--- src/rtl/pipe_ctrl_pkg.sv ---
// Shared types and constants for the pipeline hazard controller.
// Holds the FSM state encoding, operand-forward select codes and MDU wait limits.
package pipe_ctrl_pkg;

    typedef enum logic [1:0] {
        ST_RUN      = 2'd0,
        ST_MDU_WAIT = 2'd1,
        ST_HALT     = 2'd2
    } state_t;

    localparam logic [1:0] FWD_RF  = 2'b00;
    localparam logic [1:0] FWD_EX  = 2'b01;
    localparam logic [1:0] FWD_MEM = 2'b10;

    localparam int MDU_MAX_CYCLES_DEF = 70;
    localparam int WAIT_CNT_W         = 7;

    // EX has the younger value, so it takes priority over MEM.
    function automatic logic [1:0] fwd_pick(input logic ex_hit, input logic mem_hit);
        if (ex_hit) begin
            return FWD_EX;
        end else if (mem_hit) begin
            return FWD_MEM;
        end
        return FWD_RF;
    endfunction

endpackage

--- src/rtl/pipe_ctrl_fwd_unit.sv ---
// Combinational operand-forward selection for both ID source operands.
// A load in EX cannot forward; its data arrives one stage later via MEM.
module fwd_unit
    import pipe_ctrl_pkg::*;
(
    input  logic [4:0] i_id_rs1,
    input  logic [4:0] i_id_rs2,
    input  logic [4:0] i_ex_rd,
    input  logic       i_ex_wen,
    input  logic       i_ex_is_load,
    input  logic [4:0] i_mem_rd,
    input  logic       i_mem_wen,
    output logic [1:0] o_fwd_a_sel,
    output logic [1:0] o_fwd_b_sel
);

    logic w_ex_ok;
    logic w_mem_ok;

    assign w_ex_ok  = i_ex_wen && (i_ex_rd != 5'd0) && !i_ex_is_load;
    assign w_mem_ok = i_mem_wen && (i_mem_rd != 5'd0);

    assign o_fwd_a_sel = fwd_pick(w_ex_ok && (i_ex_rd == i_id_rs1),
                                  w_mem_ok && (i_mem_rd == i_id_rs1));
    assign o_fwd_b_sel = fwd_pick(w_ex_ok && (i_ex_rd == i_id_rs2),
                                  w_mem_ok && (i_mem_rd == i_id_rs2));

endmodule

--- src/rtl/pipe_ctrl.sv ---
// Pipeline hazard controller: load-use stalls, branch flushes, MDU issue/wait with
// timeout, exit halt, and a saturating stall-cycle counter.
//
// state       | meaning
// ------------+------------------------------------------------------------
// ST_RUN      | normal flow; detects load-use, branch, MDU issue, exit
// ST_MDU_WAIT | front end frozen until mdu_done, branch, exit or timeout
// ST_HALT     | core stopped by exit or MDU timeout; left only by reset
module pipe_ctrl
    import pipe_ctrl_pkg::*;
#(
    parameter int MDU_MAX_CYCLES = MDU_MAX_CYCLES_DEF
) (
    input  logic        i_clock,
    input  logic        i_reset,
    input  logic        i_id_valid,
    input  logic [4:0]  i_id_rs1,
    input  logic [4:0]  i_id_rs2,
    input  logic        i_id_rs1_used,
    input  logic        i_id_rs2_used,
    input  logic        i_id_is_mdu,
    input  logic [4:0]  i_ex_rd,
    input  logic [4:0]  i_mem_rd,
    input  logic        i_ex_wen,
    input  logic        i_mem_wen,
    input  logic        i_ex_is_load,
    input  logic        i_ex_branch_taken,
    input  logic        i_ex_exit,
    input  logic        i_mdu_done,
    output logic        o_stall_if,
    output logic        o_stall_id,
    output logic        o_flush_id,
    output logic        o_bubble_ex,
    output logic [1:0]  o_fwd_a_sel,
    output logic [1:0]  o_fwd_b_sel,
    output logic        o_mdu_start,
    output logic        o_mdu_abort,
    output logic        o_halted,
    output logic        o_err_timeout,
    output logic [31:0] o_stall_cnt
);

    localparam logic [WAIT_CNT_W-1:0] LP_CNT_LAST = WAIT_CNT_W'(MDU_MAX_CYCLES - 1);

    state_t                r_state;
    state_t                w_state_next;
    logic [WAIT_CNT_W-1:0] r_wait_cnt;
    logic                  r_err_timeout;
    logic [31:0]           r_stall_cnt;
    logic                  w_timeout;
    logic                  w_load_use;
    logic [1:0]            w_fwd_a;
    logic [1:0]            w_fwd_b;

    fwd_unit u_fwd (
        .i_id_rs1     (i_id_rs1),
        .i_id_rs2     (i_id_rs2),
        .i_ex_rd      (i_ex_rd),
        .i_ex_wen     (i_ex_wen),
        .i_ex_is_load (i_ex_is_load),
        .i_mem_rd     (i_mem_rd),
        .i_mem_wen    (i_mem_wen),
        .o_fwd_a_sel  (w_fwd_a),
        .o_fwd_b_sel  (w_fwd_b)
    );

    assign w_load_use = i_id_valid && i_ex_is_load && i_ex_wen && (i_ex_rd != 5'd0) &&
                        ((i_id_rs1_used && (i_ex_rd == i_id_rs1)) ||
                         (i_id_rs2_used && (i_ex_rd == i_id_rs2)));

    always_comb begin
        w_state_next = r_state;
        w_timeout    = 1'b0;
        o_stall_if   = 1'b0;
        o_stall_id   = 1'b0;
        o_flush_id   = 1'b0;
        o_bubble_ex  = 1'b0;
        o_mdu_start  = 1'b0;
        o_mdu_abort  = 1'b0;
        o_fwd_a_sel  = w_fwd_a;
        o_fwd_b_sel  = w_fwd_b;

        case (r_state)
            ST_RUN: begin
                if (i_ex_exit) begin
                    w_state_next = ST_HALT;
                    o_stall_if   = 1'b1;
                    o_stall_id   = 1'b1;
                    o_bubble_ex  = 1'b1;
                end else if (i_ex_branch_taken) begin
                    o_flush_id  = 1'b1;
                    o_bubble_ex = 1'b1;
                end else if (w_load_use) begin
                    o_stall_if  = 1'b1;
                    o_stall_id  = 1'b1;
                    o_bubble_ex = 1'b1;
                end else if (i_id_valid && i_id_is_mdu) begin
                    o_mdu_start  = 1'b1;
                    w_state_next = ST_MDU_WAIT;
                end
            end
            ST_MDU_WAIT: begin
                if (i_ex_exit) begin
                    w_state_next = ST_HALT;
                    o_mdu_abort  = 1'b1;
                    o_stall_if   = 1'b1;
                    o_stall_id   = 1'b1;
                    o_bubble_ex  = 1'b1;
                end else if (i_ex_branch_taken) begin
                    w_state_next = ST_RUN;
                    o_mdu_abort  = 1'b1;
                    o_flush_id   = 1'b1;
                    o_bubble_ex  = 1'b1;
                end else if (i_mdu_done) begin
                    w_state_next = ST_RUN;
                end else begin
                    o_stall_if  = 1'b1;
                    o_stall_id  = 1'b1;
                    o_bubble_ex = 1'b1;
                    if (r_wait_cnt == LP_CNT_LAST) begin
                        w_timeout    = 1'b1;
                        o_mdu_abort  = 1'b1;
                        w_state_next = ST_HALT;
                    end
                end
            end
            ST_HALT: begin
                o_stall_if  = 1'b1;
                o_stall_id  = 1'b1;
                o_bubble_ex = 1'b1;
            end
            default: begin
                w_state_next = ST_RUN;
            end
        endcase

        // Commands are held quiet while reset is asserted.
        if (!i_reset) begin
            w_timeout   = 1'b0;
            o_stall_if  = 1'b0;
            o_stall_id  = 1'b0;
            o_flush_id  = 1'b0;
            o_bubble_ex = 1'b0;
            o_mdu_start = 1'b0;
            o_mdu_abort = 1'b0;
            o_fwd_a_sel = FWD_RF;
            o_fwd_b_sel = FWD_RF;
        end
    end

    always_ff @(posedge i_clock) begin
        if (!i_reset) begin
            r_state       <= ST_RUN;
            r_wait_cnt    <= '0;
            r_err_timeout <= 1'b0;
            r_stall_cnt   <= '0;
        end else begin
            r_state <= w_state_next;
            if (o_mdu_start) begin
                r_wait_cnt <= '0;
            end else if (r_state == ST_MDU_WAIT) begin
                r_wait_cnt <= r_wait_cnt + 1'b1;
            end
            if (w_timeout) begin
                r_err_timeout <= 1'b1;
            end
            if (o_stall_if && (r_state != ST_HALT) && (r_stall_cnt != 32'hFFFF_FFFF)) begin
                r_stall_cnt <= r_stall_cnt + 32'd1;
            end
        end
    end

    assign o_halted      = (r_state == ST_HALT);
    assign o_err_timeout = r_err_timeout;
    assign o_stall_cnt   = r_stall_cnt;

endmodule

--- config.mk ---
export PLATFORM = sky130hd
export DESIGN_NAME = pipe_ctrl
export DESIGN_NICKNAME = d
export VERILOG_FILES = /design/src/rtl/pipe_ctrl_pkg.sv /design/src/rtl/pipe_ctrl_fwd_unit.sv /design/src/rtl/pipe_ctrl.sv
export SDC_FILE = /design/constraint.sdc
export NUM_CORES = 1
export LEC_CHECK = 0
export CAP_MARGIN = 20
export CORE_UTILIZATION = 35
export CTS_CLUSTER_DIAMETER = 200
export DETAILED_ROUTE_END_ITERATION = 8
export PLACE_DENSITY = 0.67
export SETUP_SLACK_MARGIN = 0.3
export SLEW_MARGIN = 0
export SYNTH_ARGS = -nofsm -noshare
export SYNTH_HDL_FRONTEND = slang
export SYNTH_SLANG_ARGS = --single-unit
--- constraint.sdc ---
create_clock -name i_clock -period 2.95 [get_ports i_clock]
set_input_delay 0.7375 -clock i_clock [delete_from_list [all_inputs] [get_ports i_clock]]
set_output_delay 0.7375 -clock i_clock [all_outputs]
set_load 0.05 [all_outputs]
# Word-level counts from Yosys, hierarchy flattened
# Index checks and enable logic that the tools add are counted.
# classes
n_addsub,2
eq_ne,13
mux,55
bitwise_logic,2
reduce_logical,24
# op_table
op,count
1-bit two-way mux,36
"32-bit by 1-bit adder with 32-bit output, second input constant",1
2-bit two-way mux,16
"32-bit != test, second input constant",1
5-bit equality test,4
1-bit logical AND,16
5-bit nonzero test,2
"3-bit != test, second input constant",3
"7-bit by 1-bit adder with 7-bit output, second input constant",1
"7-bit equality test, second input constant",1
1-bit one-hot mux with 3 select lines,2
2-bit one-hot mux with 3 select lines,1
"5-bit != test, second input constant",1
5-bit AND reduction,1
2-bit OR reduction,2
"2-bit by 1-bit equality test with 1-bit output, second input constant",1
"2-bit equality test, second input constant",1
2-bit logical NOT,1
"2-bit != test, second input constant",1
1-bit inverter,2
1-bit logical NOT,1
1-bit logical OR,1
# word_totals
register_bits,42
input_bits,32
out_inout_bits,44

# Longest topological paths before layout
# Gate-level depths: netlist of run 1.
# logic_depth
ltp_word,11
mapped_depth,10

# Hierarchy
# From an unflattened synthesis of run 1, not the netlist that was laid out.
# unflattened
cells_unflattened,322
hier_area_um2,2602.5
# by_module_without_submodules
mod,instances,cells_per_inst,area_each_um2,seq_area_each_um2
pipe_ctrl,1,287,2338.5,840.8
fwd_unit,1,35,264.0,0.0

# Worst setup path before layout of run 1
# No wires, ideal clock.
# synth_timing
path_type,input-to-output
from,input port i_ex_rd[0]
to,output port o_mdu_start
arrival_time_ns,2.831
required_time_ns,2.213
path_slack_ns,-0.619
stages,5
n_path_buf,0
cell_sequence,or4_1 -> o2111a_1 -> o21a_1 -> or4_1 -> nor2_1
# synth_via
elab_chain_cells,9
word_cells_on_any_way,13
# synth_lines
item,line,text
from (decl),pipe_ctrl.sv:22,"input logic [4:0] i_ex_rd,"
"5-bit equality test, on equally long branches","pipe_ctrl.sv:68, pipe_ctrl.sv:69",
"1-bit logical AND, on equally long branches","pipe_ctrl.sv:68, pipe_ctrl.sv:69",
1-bit logical OR,pipe_ctrl.sv:68,((i_id_rs1_used && (i_ex_rd == i_id_rs1)) ||
1-bit logical AND *,pipe_ctrl.sv:67,assign w_load_use = i_id_valid && i_ex_is_load && i_ex_wen && (i_ex_rd != 5'd0) &&
1-bit two-way mux *,pipe_ctrl.sv:93,end else if (w_load_use) begin
1-bit two-way mux *,pipe_ctrl.sv:90,end else if (i_ex_branch_taken) begin
1-bit two-way mux *,pipe_ctrl.sv:85,if (i_ex_exit) begin
1-bit two-way mux *,pipe_ctrl.sv:83,case (r_state)
1-bit two-way mux *,pipe_ctrl.sv:138,if (!i_reset) begin
to (decl),pipe_ctrl.sv:36,"output logic o_mdu_start,"
# Every way passes the cells marked *; elsewhere a longest branch is shown, timed or not.

# Final worst setup path of run 1
# layout_timing
from,input port i_ex_rd[3]
to,output port o_mdu_start
# Same word-level chain as after synthesis.

==> results.json, run 1 <==
{
  "drt-initial-drc-count": 80,
  "path_common_cell": "or4_4",
  "total_power_uw": 1190,
  "end_kind": "output port",
  "required_ns": 2.21,
  "r2r_end": "o_stall_cnt[17]$_SDFFE_PN0P_",
  "r2r_start": "r_state[0]$_SDFFE_PN0P_",
  "synth-seq-cells": 42,
  "vdd_drop_max_v": 0.000220,
  "root_buffer": "clkbuf_8",
  "drt_wl_total_um": 6960,
  "relSlewSlack_pct": 64.3,
  "placed_area_mm2": 0.00372,
  "yosysTopAreaCell": "dfxtp_1",
  "dieWidth_um": 86.7,
  "clk_latency_ns": 0.30,
  "maxCapViolCount": 0,
  "grt_pass1_wl_um": 11800,
  "syn_inst": 306,
  "grt_pass1_vias": 2570,
  "cp.arrival_ns": 2.49,
  "min_period_ns": 3.23,
  "vias": 2618,
  "ys_top_cells_by_area": "dfxtp_1 33%, xnor2_1 11%, nand2_1 5.2%",
  "initial_utilization_pct": 36.6,
  "cp_cell_sequence": "buf_6 > or4_4 > o2111a_1 > o21a_1 > or4_4 > nor2_4 > buf_12",
  "fillerInstances": 617,
  "post-route-drc-count": 0,
  "dr.pass1.iters": 4,
  "gp_congestion": 0.821,
  "syn_area_mm2": 0.00251,
  "hold_path.class": "reg -> reg",
  "rows": 30,
  "synth_top_cell_area_share_pct": 33.4,
  "clkTransAtPathRegs_ns": 0.07,
  "p_leak_uw": 0.00150,
  "yosysSeqAreaShare_pct": 33.4,
  "rrSetupSlack_ns": 0.43,
  "yosys_warnings": 0,
  "hold_violations": 0,
  "synthFlopType": "dfxtp_1",
  "area_growth_pct": 58.6,
  "status": "finished, violations left",
  "core_mm2": 0.00687,
  "cts_tree": "done",
  "worst_slack_ns": -0.279,
  "setup.worst_path.end": "o_mdu_start",
  "clock_sinks": 42,
  "diodes": 0,
  "syn_nets": 341,
  "dp_hpwl_um": 5200,
  "fmax_mhz": 310,
  "rsz0062_at_grt": "yes",
  "synth_edf_count": 0,
  "pin_count": 76,
  "synth.distinct_cells": 44,
  "grt_max_degree": 25,
  "gr-total-overflow": 0,
  "final_area_mm2": 0.00399,
  "startpoint": "i_ex_rd[3]",
  "max_stage_delay_ns": 0.52,
  "cts_max_path_buffers": 2,
  "wl_per_cell_um": 13.2,
  "synthArstFlopShare_pct": 0,
  "utilization_pct": 58.1,
  "postCtsHoldBufs": 0,
  "cp_max_fo": 2,
  "fin_nets": 466,
  "violations": "negative setup slack",
  "fin_tns_setup_ns": -0.948,
  "fin_crit_sh_pct": 109,
  "worst_slew_pin_slew_ns": 0.534,
  "power_density_mw_per_mm2": 299,
  "maxSlewViolCount": 0,
  "htree_levels": 2,
  "synth_area_per_cell_um2": 8.21,
  "reg2reg_depth": 10,
  "setup_viol": 4,
  "skew_ns": 0.00484,
  "antenna_found_initial": 0,
  "io_buffer_count": 75,
  "worst_setup_path_start_kind": "input port",
  "vias_per_cell": 4.96,
  "dieArea_mm2": 0.00752,
  "crit_type": "in -> out",
  "cts_inserted_buffers": 5,
  "grt_util_all_layers_pct": 19.9,
  "drive_above_1_share_pct": 25.2,
  "die_h_um": 86.7,
  "worst_path_max_delay_cell": "or4_4",
  "drtAntennaViolNets": 0
}
[critical path, delay by kind of cell]
kind,cells,cell delay [ns]
and+or+nand+nor,3,1.11
AOI/OAI and AO/OA,2,0.41
buffers and inverters,2,0.23
[layout by cell type (no fill, tap or decap), types with 8 or more instances in the layout]
cell             count
nor2_1              30
clkdlybuf4s50_1     39
dlygate4sd2_1       11
xor2_1               9
nor3_1               8
nand2_1             33
mux2i_1              9
buf_6               14
nand3_1             19
buf_4               49
a21oi_1              9
nor4_1              15
dfxtp_1             41
xnor2_1             30
[area by class of cell]
cell class | instances | area [um^2] | area share [%]
Timing Repair Buffer | 132 | 1230 | 30.8
Sequential cell | 42 | 842 | 21.1
Multi-Input combinational cell | 243 | 1680 | 42.1
Clock inverter | 1 | 5.00 | 0.126
Tap cell | 96 | 120 | 3.01
Clock buffer | 7 | 86.3 | 2.17
Inverter | 7 | 26.3 | 0.659
[synthesized netlist by cell type, types with 2 or more instances]
master     n
nand2b_1   7
or3_1      4
o21ai_0    3
a21oi_1   11
nand2_1   35
xor2_1     9
mux2i_1    9
buf_6      3
nand3b_1   2
and4_1     4
clkbuf_1   7
buf_4      2
nor2_1    35
a211oi_1   4
a31oi_1    2
ha_1       3
xnor2_1   32
nand4_1    5
inv_1      7
o31ai_1    5
nor3_1     8
nor2b_1    3
or4_1      6
and3_1     7
nand3_1   19
dfxtp_1   42
nor4_1    15
[per-layer routing]
| layer | GRT usage [%] | part of all wire [%] | vias up |
|---|---|---|---|
| li1 | - | - | 1335 |
| met1 | 26.0 | 47 | 1223 |
| met2 | 34.0 | 49 | 51 |
| met3 | 3.33 | 3.4 | 9 |
| met4 | 5.61 | 1.1 | 0 |
| met5 | 0 | 0 | - |
[cell families after synthesis]
logic type	Yosys count	share of synthesized area (%)
buffers and inverters	21	4.38
AOI/OAI and AO/OA	34	10.2
DFF	42	33.4
and+or+nand+nor	156	32.6
muxes	9	3.58
xor gates and xnor gates	41	14.3
adders and majority gates	3	1.49
[power breakdown]
group,switching [uW],internal [uW],leakage [uW]
registers,3.42,568,0.000339
logic,117,121,0.00112
clock network,195,189,0.0000482
total,316,878,0.00150
[metrics by stage]
stage	hold WS [ns]	setup WS, ns	instances
after detailed placement	0.463	-0.614	507
after floorplan	0.471	-0.191	306
after CTS	0.489	-0.307	526
final	0.483	-0.279	528
after global placement	0.467	-0.620	507
after global routing	0.515	-0.322	528
[sequential cells by signal (all words and copies together) (netlist names)]
signal and flops:
o_err_timeout 1, o_stall_cnt 32, r_state 2, r_wait_cnt 7
[worst min path at each step]
stage                                               to  slack (ns)                         start  cells past startpoint
after floorplan             r_wait_cnt[6]$_SDFFE_PP0P_        0.47    r_wait_cnt[6]$_SDFFE_PP0P_                      2
after CTS                 o_stall_cnt[27]$_SDFFE_PN0P_        0.49  o_stall_cnt[27]$_SDFFE_PN0P_                      2
after global placement      o_err_timeout$_SDFFE_PN0P_        0.47    o_err_timeout$_SDFFE_PN0P_                      2
after detailed placement    o_err_timeout$_SDFFE_PN0P_        0.46    o_err_timeout$_SDFFE_PN0P_                      2
final                       o_err_timeout$_SDFFE_PN0P_        0.48    o_err_timeout$_SDFFE_PN0P_                      2
after global routing      o_stall_cnt[29]$_SDFFE_PN0P_        0.51  o_stall_cnt[29]$_SDFFE_PN0P_                      2
[repair_timing]
action                     4_1_cts  5_1_grt
gates resized for setup         75       12
buffers inserted                11        2
pin swaps                       26       10
setup endpoints to repair       43       19
Note: power is estimated with default switching activity, not from simulation.
==> inputs of run 2 (changes only) <==
--- a/config.mk
+++ b/config.mk
@@ -10,5 +10,5 @@
 export CTS_CLUSTER_DIAMETER = 200
 export DETAILED_ROUTE_END_ITERATION = 8
-export PLACE_DENSITY = 0.67
+export PLACE_DENSITY_LB_ADDON = 0.15
 export SETUP_SLACK_MARGIN = 0.3
 export SLEW_MARGIN = 0
==> constraint.sdc (replaced) <==
create_clock -name i_clock -period 2.95 [get_ports i_clock]
set_input_delay 0.295 -clock i_clock [delete_from_list [all_inputs] [get_ports i_clock]]
set_output_delay 0.295 -clock i_clock [all_outputs]
set_load 0.05 [all_outputs]
==> run 2 against run 1 <==
  * The run now ends clean
  * Clock skew grew 0.0043 ns
  * Register-to-register slack improved by 0.06 ns
  * Wire length decreased by 7.1%
  * Cell count is 8.3% lower
  * Flip-flop and latch count unchanged
  * Critical path type unchanged
  * Critical endpoint unchanged
  * Largest power group unchanged
==> results.json, run 2 (same netlist as run 1, synthesis figures left out) <==
{
  "maxCapViolCount": 0,
  "largest_register_ffs": 32,
  "rsz0062_at_grt": "no",
  "required_ns": 2.65,
  "vdd_drop_max_v": 0.000258,
  "cp.arrival_ns": 2.23,
  "fin_nets": 422,
  "fmax_mhz": 395,
  "min_period_ns": 2.53,
  "grt_util_all_layers_pct": 17.7,
  "rows": 30,
  "vias": 2415,
  "grt_max_degree": 25,
  "root_buffer": "clkbuf_8",
  "skew_ns": 0.00914,
  "drt_wl_total_um": 6470,
  "power.share.combinational_pct": 15.3,
  "dp_slack_ns": 0.0701,
  "p_leak_uw": 0.00121,
  "drive_above_1_share_pct": 11.6,
  "clk_latency_ns": 0.29,
  "fin_tns_setup_ns": 0,
  "wl_per_cell_um": 13.4,
  "post-route-drc-count": 0,
  "clock_sinks": 42,
  "power_density_mw_per_mm2": 339,
  "clkPwrFrac_pct": 37.2,
  "setup_viol": 0,
  "pin_count": 76,
  "initial_utilization_pct": 36.6,
  "cts_inserted_buffers": 5,
  "seqPwrFrac_pct": 47.4,
  "dieWidth_um": 86.7,
  "area_growth_pct": 41.4,
  "gp_congestion": 0.821,
  "grt_pass1_vias": 2289,
  "worst_setup_path_start_kind": "input port",
  "vias_per_cell": 4.99,
  "hold_violations": 0,
  "diodes": 0,
  "layout_commonest_cell": "clkdlybuf4s50_1",
  "drtAntennaViolNets": 0,
  "dp_hpwl_um": 4780,
  "final_cell_mix": "61 x clkdlybuf4s50_1, 42 x dfxtp_1, 35 x nand2_1",
  "crit_type": "in -> out",
  "gr-total-overflow": 0,
  "p_int_uw": 902,
  "dieArea_mm2": 0.00752,
  "fin_crit_sh_pct": 85.7,
  "clkTransAtPathRegs_ns": 0.09,
  "cp_max_fo": 3,
  "grt_pass1_wl_um": 10700,
  "status": "finished clean",
  "core_mm2": 0.00687,
  "cts_max_path_buffers": 2,
  "relSlewSlack_pct": 60.8,
  "worst_slack_ns": 0.421,
  "io_buffer_count": 75,
  "netSwitchingFraction_pct": 25.1,
  "die_h_um": 86.7,
  "p_sw_uw": 302,
  "antenna_found_initial": 0,
  "hold_path.class": "reg -> reg",
  "worst_slew_pin_slew_ns": 0.586,
  "cts_tree": "done",
  "dr.pass1.iters": 5,
  "drt-initial-drc-count": 85,
  "fillerInstances": 676,
  "end_kind": "output port",
  "maxSlewViolCount": 0,
  "htree_levels": 2
}
==> run 2: cell count changes in the layout (fill, tap and decap cells not counted), moves of 4 or more <==
| cell | previous run | this run |
|---|---|---|
| buf_2 | 5 | 0 |
| buf_4 | 49 | 20 |
| buf_6 | 14 | 0 |
| clkdlybuf4s50_1 | 39 | 61 |
| dlygate4sd2_1 | 11 | 4 |
| nor2_2 | 4 | 0 |
==> run 2: worst max-delay path, cell delays in order <==
cell and delay, ns:
dlygate4sd2_1 0.24, or4_4 0.54, o2111a_1 0.28, o21a_1 0.12, or4_4 0.47, nor2_4 0.15, buf_12 0.14
==> run 2: what timing repair did <==
action	in CTS	in global routing
resized for setup	7	4
pin swaps	4	0
buffers inserted	2	0
endpoints found under the setup margin	1	3
hold buffers	0	0
==> run 2: stage by stage <==
| step | area, um^2 | hold WS (ns) | std cells | util (%) | total power [uW] |
|---|---|---|---|---|---|
| 2_1_floorplan | 2520 | 0.451 | 306 | - | 680 |
| 3_3_place_gp | 3400 | 0.468 | 474 | 49.5 | 764 |
| 3_5_place_dp | 3400 | 0.486 | 474 | 49.5 | 765 |
| 4_1_cts | 3530 | 0.499 | 484 | 51.5 | 1220 |
| 5_1_grt | 3550 | 0.513 | 484 | 51.7 | 1260 |
| 6_report | 3550 | 0.492 | 484 | 51.7 | 1200 |
==> run 2: path summary, 6_finish.rpt <==
check / depth (start not counted) / to / slack (ns) / start
max reg2reg: 8 / o_stall_cnt[20]$_SDFFE_PN0P_ / 0.49 / r_state[0]$_SDFFE_PN0P_
min reg2reg: 2 / o_stall_cnt[27]$_SDFFE_PN0P_ / 0.49 / o_stall_cnt[27]$_SDFFE_PN0P_
max: 7 / o_mdu_start / 0.42 / i_ex_rd[2]
min: 2 / o_stall_cnt[27]$_SDFFE_PN0P_ / 0.49 / o_stall_cnt[27]$_SDFFE_PN0P_
==> run 2: metal layers <==
metal	vias to the layer above	GRT usage [%]	routed length (um)
met1	1106	24.2	3240
met4	0	4.09	42
met3	5	3.43	276
li1	1247	-	-
met5	-	0	0
met2	57	28.7	2900
==> run 2: power by group through the flow <==
stage	Clock [uW]	Sequential, uW	Combinational, uW
after global placement	0	585	179
after CTS	466	571	182
final	449	571	185
after detailed placement	0	585	181
after floorplan	0	586	93.9
after global routing	488	572	199
==> run 2: final cells by class <==
class / count / area, um^2 / share of cell area (%)
multi-input cells: 243 / 1600 / 45.1
repair buffers: 88 / 856 / 24.1
flip-flops and latches: 42 / 841 / 23.7
well taps: 96 / 120 / 3.38
clock buffers: 5 / 68.8 / 1.94
clock inverters: 3 / 40.0 / 1.13
inverters: 7 / 26.3 / 0.739
